### src/rtl/pcs_pkg.sv
// Shared types and constants for the 64b/66b block-lock engine.
//   lock_fsm_e : per-lane lock state
//   SYNC_DATA / SYNC_CTRL : the two legal sync-header patterns
//   sh_valid() : true when a 2-bit header is one of the legal patterns
package pcs_pkg;

  typedef enum logic [1:0] {
    LOCK_INIT,
    TEST,
    SLIP,
    WAIT
  } lock_fsm_e;

  localparam logic [1:0] SYNC_DATA = 2'b01;
  localparam logic [1:0] SYNC_CTRL = 2'b10;

  function automatic logic sh_valid(input logic [1:0] head);
    return (head == SYNC_DATA) || (head == SYNC_CTRL);
  endfunction

endpackage

### src/rtl/pcs_sync_rx_lane.sv
// Single-lane block-lock FSM with sync-header window counters.
//   clk, reset : clock, synchronous active-high reset
//   valid      : header beat valid (signal_ok and gearbox beat valid)
//   head       : sync header of this beat
//   slip       : one-cycle slip request to the gearbox (registered)
//   lock       : rx_block_lock (registered)
module pcs_sync_rx_lane
  import pcs_pkg::*;
#(
  parameter int HEAD_W       = 2,
  parameter int SH_CNT_MAX   = 64,
  parameter int SH_INVLD_MAX = 16,
  parameter int SLIP_WAIT    = 2
) (
  input  logic              clk,
  input  logic              reset,
  input  logic              valid,
  input  logic [HEAD_W-1:0] head,
  output logic              slip,
  output logic              lock
);

  localparam int CNT_W   = $clog2(SH_CNT_MAX + 1);
  localparam int INVLD_W = $clog2(SH_INVLD_MAX + 1);
  localparam int WAIT_W  = (SLIP_WAIT > 0) ? $clog2(SLIP_WAIT + 1) : 1;

  lock_fsm_e          st;
  logic [CNT_W-1:0]   sh_cnt;
  logic [INVLD_W-1:0] sh_invld_cnt;
  logic [WAIT_W-1:0]  wait_cnt;

  logic               bad;
  logic               do_test;
  logic [CNT_W-1:0]   cnt_nx;
  logic [INVLD_W-1:0] invld_nx;
  logic [WAIT_W-1:0]  wait_nx;

  // The beat arriving while SLIP is shown is already the first post-slip beat:
  // it is the first ignored beat, or a counted beat when no settle window exists.
  always_comb begin
    bad      = !sh_valid(head);
    cnt_nx   = sh_cnt + CNT_W'(1);
    invld_nx = sh_invld_cnt + INVLD_W'(bad);
    wait_nx  = wait_cnt + WAIT_W'(1);
    do_test  = (st == LOCK_INIT) || (st == TEST) || ((st == SLIP) && (SLIP_WAIT == 0));
  end

  always_ff @(posedge clk) begin
    if (reset || !valid) begin
      // Signal loss behaves like reset for this lane, without a slip pulse.
      st           <= LOCK_INIT;
      sh_cnt       <= '0;
      sh_invld_cnt <= '0;
      wait_cnt     <= '0;
      slip         <= 1'b0;
      lock         <= 1'b0;
    end else begin
      slip <= 1'b0;
      if (do_test) begin
        if (bad && (!lock || (invld_nx == INVLD_W'(SH_INVLD_MAX)))) begin
          st           <= SLIP;
          slip         <= 1'b1;
          lock         <= 1'b0;
          sh_cnt       <= '0;
          sh_invld_cnt <= '0;
          wait_cnt     <= '0;
        end else if (cnt_nx == CNT_W'(SH_CNT_MAX)) begin
          if (invld_nx == '0) lock <= 1'b1;
          st           <= TEST;
          sh_cnt       <= '0;
          sh_invld_cnt <= '0;
        end else begin
          st           <= TEST;
          sh_cnt       <= cnt_nx;
          sh_invld_cnt <= invld_nx;
        end
      end else if (wait_nx == WAIT_W'(SLIP_WAIT)) begin
        st       <= TEST;
        wait_cnt <= '0;
      end else begin
        st       <= WAIT;
        wait_cnt <= wait_nx;
      end
    end
  end

endmodule

### src/rtl/pcs_sync_rx_lanes.sv
// Multi-lane 64b/66b block-lock engine: one independent lock FSM per lane.
//   clk, reset : clock, synchronous active-high reset
//   valid_i    : per-lane header valid
//   head_i     : lane l header at [l*HEAD_W +: HEAD_W]
//   slip_v_o   : per-lane one-cycle slip request
//   lock_v_o   : per-lane rx_block_lock
//   lock_all_o : registered AND of lock_v_o
module pcs_sync_rx_lanes
  import pcs_pkg::*;
#(
  parameter int LANE_N       = 1,
  parameter int HEAD_W       = 2,
  parameter int SH_CNT_MAX   = 64,
  parameter int SH_INVLD_MAX = 16,
  parameter int SLIP_WAIT    = 2
) (
  input  logic                     clk,
  input  logic                     reset,
  input  logic [LANE_N-1:0]        valid_i,
  input  logic [LANE_N*HEAD_W-1:0] head_i,
  output logic [LANE_N-1:0]        slip_v_o,
  output logic [LANE_N-1:0]        lock_v_o,
  output logic                     lock_all_o
);

  for (genvar l = 0; l < LANE_N; l++) begin : g_lane
    pcs_sync_rx_lane #(
      .HEAD_W      (HEAD_W),
      .SH_CNT_MAX  (SH_CNT_MAX),
      .SH_INVLD_MAX(SH_INVLD_MAX),
      .SLIP_WAIT   (SLIP_WAIT)
    ) u_lane (
      .clk  (clk),
      .reset(reset),
      .valid(valid_i[l]),
      .head (head_i[l*HEAD_W +: HEAD_W]),
      .slip (slip_v_o[l]),
      .lock (lock_v_o[l])
    );
  end

  always_ff @(posedge clk) begin
    if (reset) lock_all_o <= 1'b0;
    else       lock_all_o <= &lock_v_o;
  end

endmodule

### config.mk
export PLATFORM = sky130hd
export DESIGN_NAME = pcs_sync_rx_lanes
export DESIGN_NICKNAME = d
export VERILOG_FILES = /design/src/rtl/pcs_pkg.sv /design/src/rtl/pcs_sync_rx_lane.sv /design/src/rtl/pcs_sync_rx_lanes.sv
export SDC_FILE = /design/constraint.sdc
export NUM_CORES = 1
export LEC_CHECK = 0
export ABC_CLOCK_PERIOD_IN_PS = 5300
export CAP_MARGIN = 20
export CORE_AREA = 2 2 43 45
export DETAILED_ROUTE_END_ITERATION = 8
export DIE_AREA = 0 0 45 47
export PLACE_DENSITY = 0.9
export SYNTH_ARGS = -nofsm -noshare
export SYNTH_HDL_FRONTEND = slang
export SYNTH_SLANG_ARGS = --single-unit
export TNS_END_PERCENT = 5
### constraint.sdc
create_clock -name clk -period 5.3 [get_ports clk]
set_input_delay 0.795 -clock clk [delete_from_list [all_inputs] [get_ports clk]]
set_output_delay 0.795 -clock clk [all_outputs]
set_load 0.01 [all_outputs]
==> out/qor.csv <==
stage,metric,value,unit
routing,drc,0,
global_routing,antenna_found_initial,0,
timing,fin_worst_skew,0.003030,ns
cells_and_area,fin_nets,127,
routing,drt.antenna.violating_nets,0,
floorplan,die_area,2115,µm²
floorplan,die_x,45,µm
setup_path,crit_required,5.48,ns
clock_tree,root_buffer,clkbuf_4,
synth,yosysWarnings,0,
synth,ys.flop_type,dfxtp_1,
synth,syn_area,929.6,µm²
global_routing,grt_first_pass_wirelength,3.298,mm
setup_path,path_class,in2reg,
power,p_leak,0.3405,nW
synth,ys_seq_area_share,38.76,%
clock_tree,cts_tree,yes,
synth,async_reset_ff_share,0,%
timing,worst_pin_slew,0.7391,ns
synth,ys_ff_latch,18,
synth,synth_cells,110,
place,dp_cells,131,
synth,synthDistinctLibCells,35,
clock_tree,cts_htree_levels,1,
clock_tree,cts_resized,0,
routing,avgRoutedWirePerCell,14.59,µm
clock_tree,cts_buffers,3,
routing,vias,832,
timing,whs,0.4381,ns
timing,period_needed,3.589,ns
outcome,outcome,completed,
timing,rsz0062_at_grt,no,
power,ir_drop,0.1222,mV
synth,synth_edf_count,0,
place,placed_cell_area,1008,µm²
floorplan,die_y,47,µm
routing,drtIter0Drc,20,
floorplan,core_area,1652,µm²
setup_path,critPathLaunchType,input pin,
timing,final-max-slew-violation-count,0,
place,dp_hpwl,1.499,mm
global_routing,overflow,0,
timing,fmax,278.6,MHz
clock_tree,post_cts_buffers,0,
cells_and_area,area_growth,12.38,%
synth,syn_nets,118,
cells_and_area,fin_area,1045,µm²
floorplan,io_pins,8,
place,gp_congestion,0.8717,
setup_path,crit_path_end_kind,register,
routing,totalWireLength,1.970,mm
setup_path,worstPathArrival,3.77,ns
timing,hold_viol_final,0,
global_routing,grt_pass1_vias,754,
clock_tree,clock_latency,0.30,ns
timing,relSlewSlack,50.66,%
routing,vias_per_cell,6.163,
floorplan,initial_core_util,56.29,%
cells_and_area,fillCellCount,151,
clock_tree,path_clk_slew,0.10,ns
setup_path,critical_path.slowest_cell,or4_4,
timing,fin_crit_sh,67.72,%
setup_path,cp_slowest_stage_delay,0.51,ns
timing,tns,0,ns
hold_path,hold_path.class,reg2reg,
setup_path,cp_num_buf_inv,1,
global_routing,track_usage,22.30,%
clock_tree,clock_sinks,18,
synth,syn_avg_cell_area,8.451,µm²
setup_path,cp_cell_sequence,clkdlybuf4s50_1 -> xnor2_1 -> ha_1 -> ha_1 -> xor2_1 -> or4_4 -> o41ai_4 -> a21oi_2 -> a22oi_1 -> nor2_1,
clock_tree,holdBufCountCts,0,
power,power_density,243.0,nW/µm²
setup_path,critPathMaxFanout,8,
routing,firstDrtPassIters,4,
setup_path,cpLargestDelayFamily,compound AO/OA/AOI/OAI gates,
timing,setup_viol,0,
cells_and_area,num_antenna_cells,0,
floorplan,num_rows,15,
setup_path,crit_top_cell,ha_1,
cells_and_area,drive_above_1_share,11.02,%
place,portBuffers,7,
global_routing,grt_max_degree,22,
cells_and_area,final_cells,135,
flow_run,cap_violations,0,
clock_tree,clock_path_buffers,2,
==> worst reg2reg max path: stages (launching register included) <==
cell and delay, ns:
dfxtp_1 0.33, ha_1 0.23, ha_1 0.26, xor2_1 0.16, or4_4 0.51, o41ai_4 0.49, a21oi_2 0.20, a22oi_1 0.19
nor2_1 0.05
==> cells in the final DEF (no fill, tap or decap) <==
cell type        netlist  routed
a211o_1                1       1
a21boi_0               1       1
a21oi_1               11      11
a21oi_2                1       1
a221oi_2               1       1
a22oi_1                1       1
a31oi_1                2       2
a41oi_1                1       1
and2b_2                1       1
clkbuf_4               0       3
clkbuf_8               0       1
clkdlybuf4s50_1        0       7
dfxtp_1               18      18
ha_1                   3       3
inv_1                  2       2
nand2_1               14      14
nand2_4                1       1
nand2b_1               1       1
nand3_1               11      11
nand4_1                1       1
nor2_1                 9       9
nor2b_1                2       2
nor3_1                 4       4
nor4b_1                1       1
o211ai_1               1       1
o21ai_0                3       3
o21ai_4                1       1
o22ai_1                2       2
o32ai_1                1       1
o41ai_4                1       1
or2_2                  2       2
or3_1                  3       3
or4_1                  1       1
or4_4                  1       1
xnor2_1                2       2
xor2_1                 2       2
==> area by class of cell <==
class / instances / area, µm² / area share, %
clock buffers: 4 / 36.28 / 3.473
multi-input cells: 87 / 549.3 / 52.57
inverters: 2 / 7.507 / 0.7186
well taps: 17 / 21.27 / 2.036
repair buffers: 7 / 70.07 / 6.707
flip-flops and latches: 18 / 360.3 / 34.49
==> power by group <==
part           total, mW  switching [mW]  internal (mW)
Clock             0.0847          0.0427         0.0420
Combinational     0.0278          0.0159         0.0119
Sequential         0.141         0.00420          0.137
Total              0.254          0.0628          0.191
==> synthesized netlist by cell type (2+ instances only) <==
cell type / instances / area [µm²]
o22ai_1: 2 / 12.51
a31oi_1: 2 / 12.51
ha_1: 3 / 37.54
inv_1: 2 / 7.510
or2_2: 2 / 12.51
nor3_1: 4 / 20.02
or3_1: 3 / 18.77
clkbuf_1: 2 / 7.510
nor2_1: 9 / 33.78
nor2b_1: 2 / 12.51
dfxtp_1: 18 / 360.4
nand2_1: 14 / 52.55
a21oi_1: 11 / 55.05
o21ai_0: 3 / 15.01
xor2_1: 2 / 17.52
xnor2_1: 2 / 17.52
nand3_1: 11 / 55.05
==> sequential cells by signal (all words and copies together), names as in the netlist <==
name,cells
g_lane.u_lane.lock,1
g_lane.u_lane.sh_invld_cnt,5
lock_all_o,1
g_lane.u_lane.wait_cnt,2
g_lane.u_lane.slip,1
g_lane.u_lane.sh_cnt,7
g_lane.u_lane.st,1
==> metal layers <==
metal / vias to the layer above / GRT usage (%) / part of all wire, %
li1: 419 / - / -
met1: 383 / 27.49 / 43
met3: 5 / 4.615 / 4.1
met2: 25 / 36.57 / 51
met4: 0 / 12.35 / 2.4
met5: - / 0 / 0
==> cells by family after synthesis <==
| group | count (synthesis) | share of synthesized area (%) |
|---|---|---|
| flip-flops | 18 | 38.76 |
| AND/OR/NAND/NOR | 52 | 28.53 |
| adder cells (fa/ha/maj) | 3 | 4.038 |
| XOR/XNOR | 4 | 3.769 |
| buffers and inverters | 5 | 2.154 |
| AO/OA/AOI/OAI | 28 | 22.75 |
==> path summary, 6_finish.rpt <==
kind                                                         end  slack, ns                        startpoint  cells after the start
worst max-delay path            g_lane[0].u_lane.sh_invld_cnt[4]       1.71                         head_i[1]                     10
worst min-delay path                g_lane[0].u_lane.wait_cnt[1]       0.44      g_lane[0].u_lane.wait_cnt[1]                      2
worst max register to register  g_lane[0].u_lane.sh_invld_cnt[4]       2.77  g_lane[0].u_lane.sh_invld_cnt[0]                      8
worst min register to register      g_lane[0].u_lane.wait_cnt[1]       0.44      g_lane[0].u_lane.wait_cnt[1]                      2
==> through the flow <==
step	utilization, %	worst slack [ns]	total power, mW
floorplan	-	2.137	0.1638
global placement	61.06	1.564	0.1712
detailed placement	61.06	1.400	0.1721
CTS	63.26	1.710	0.2556
global route	63.26	1.538	0.2641
finish	63.26	1.711	0.2539
Power figures use the tool's default switching activity.
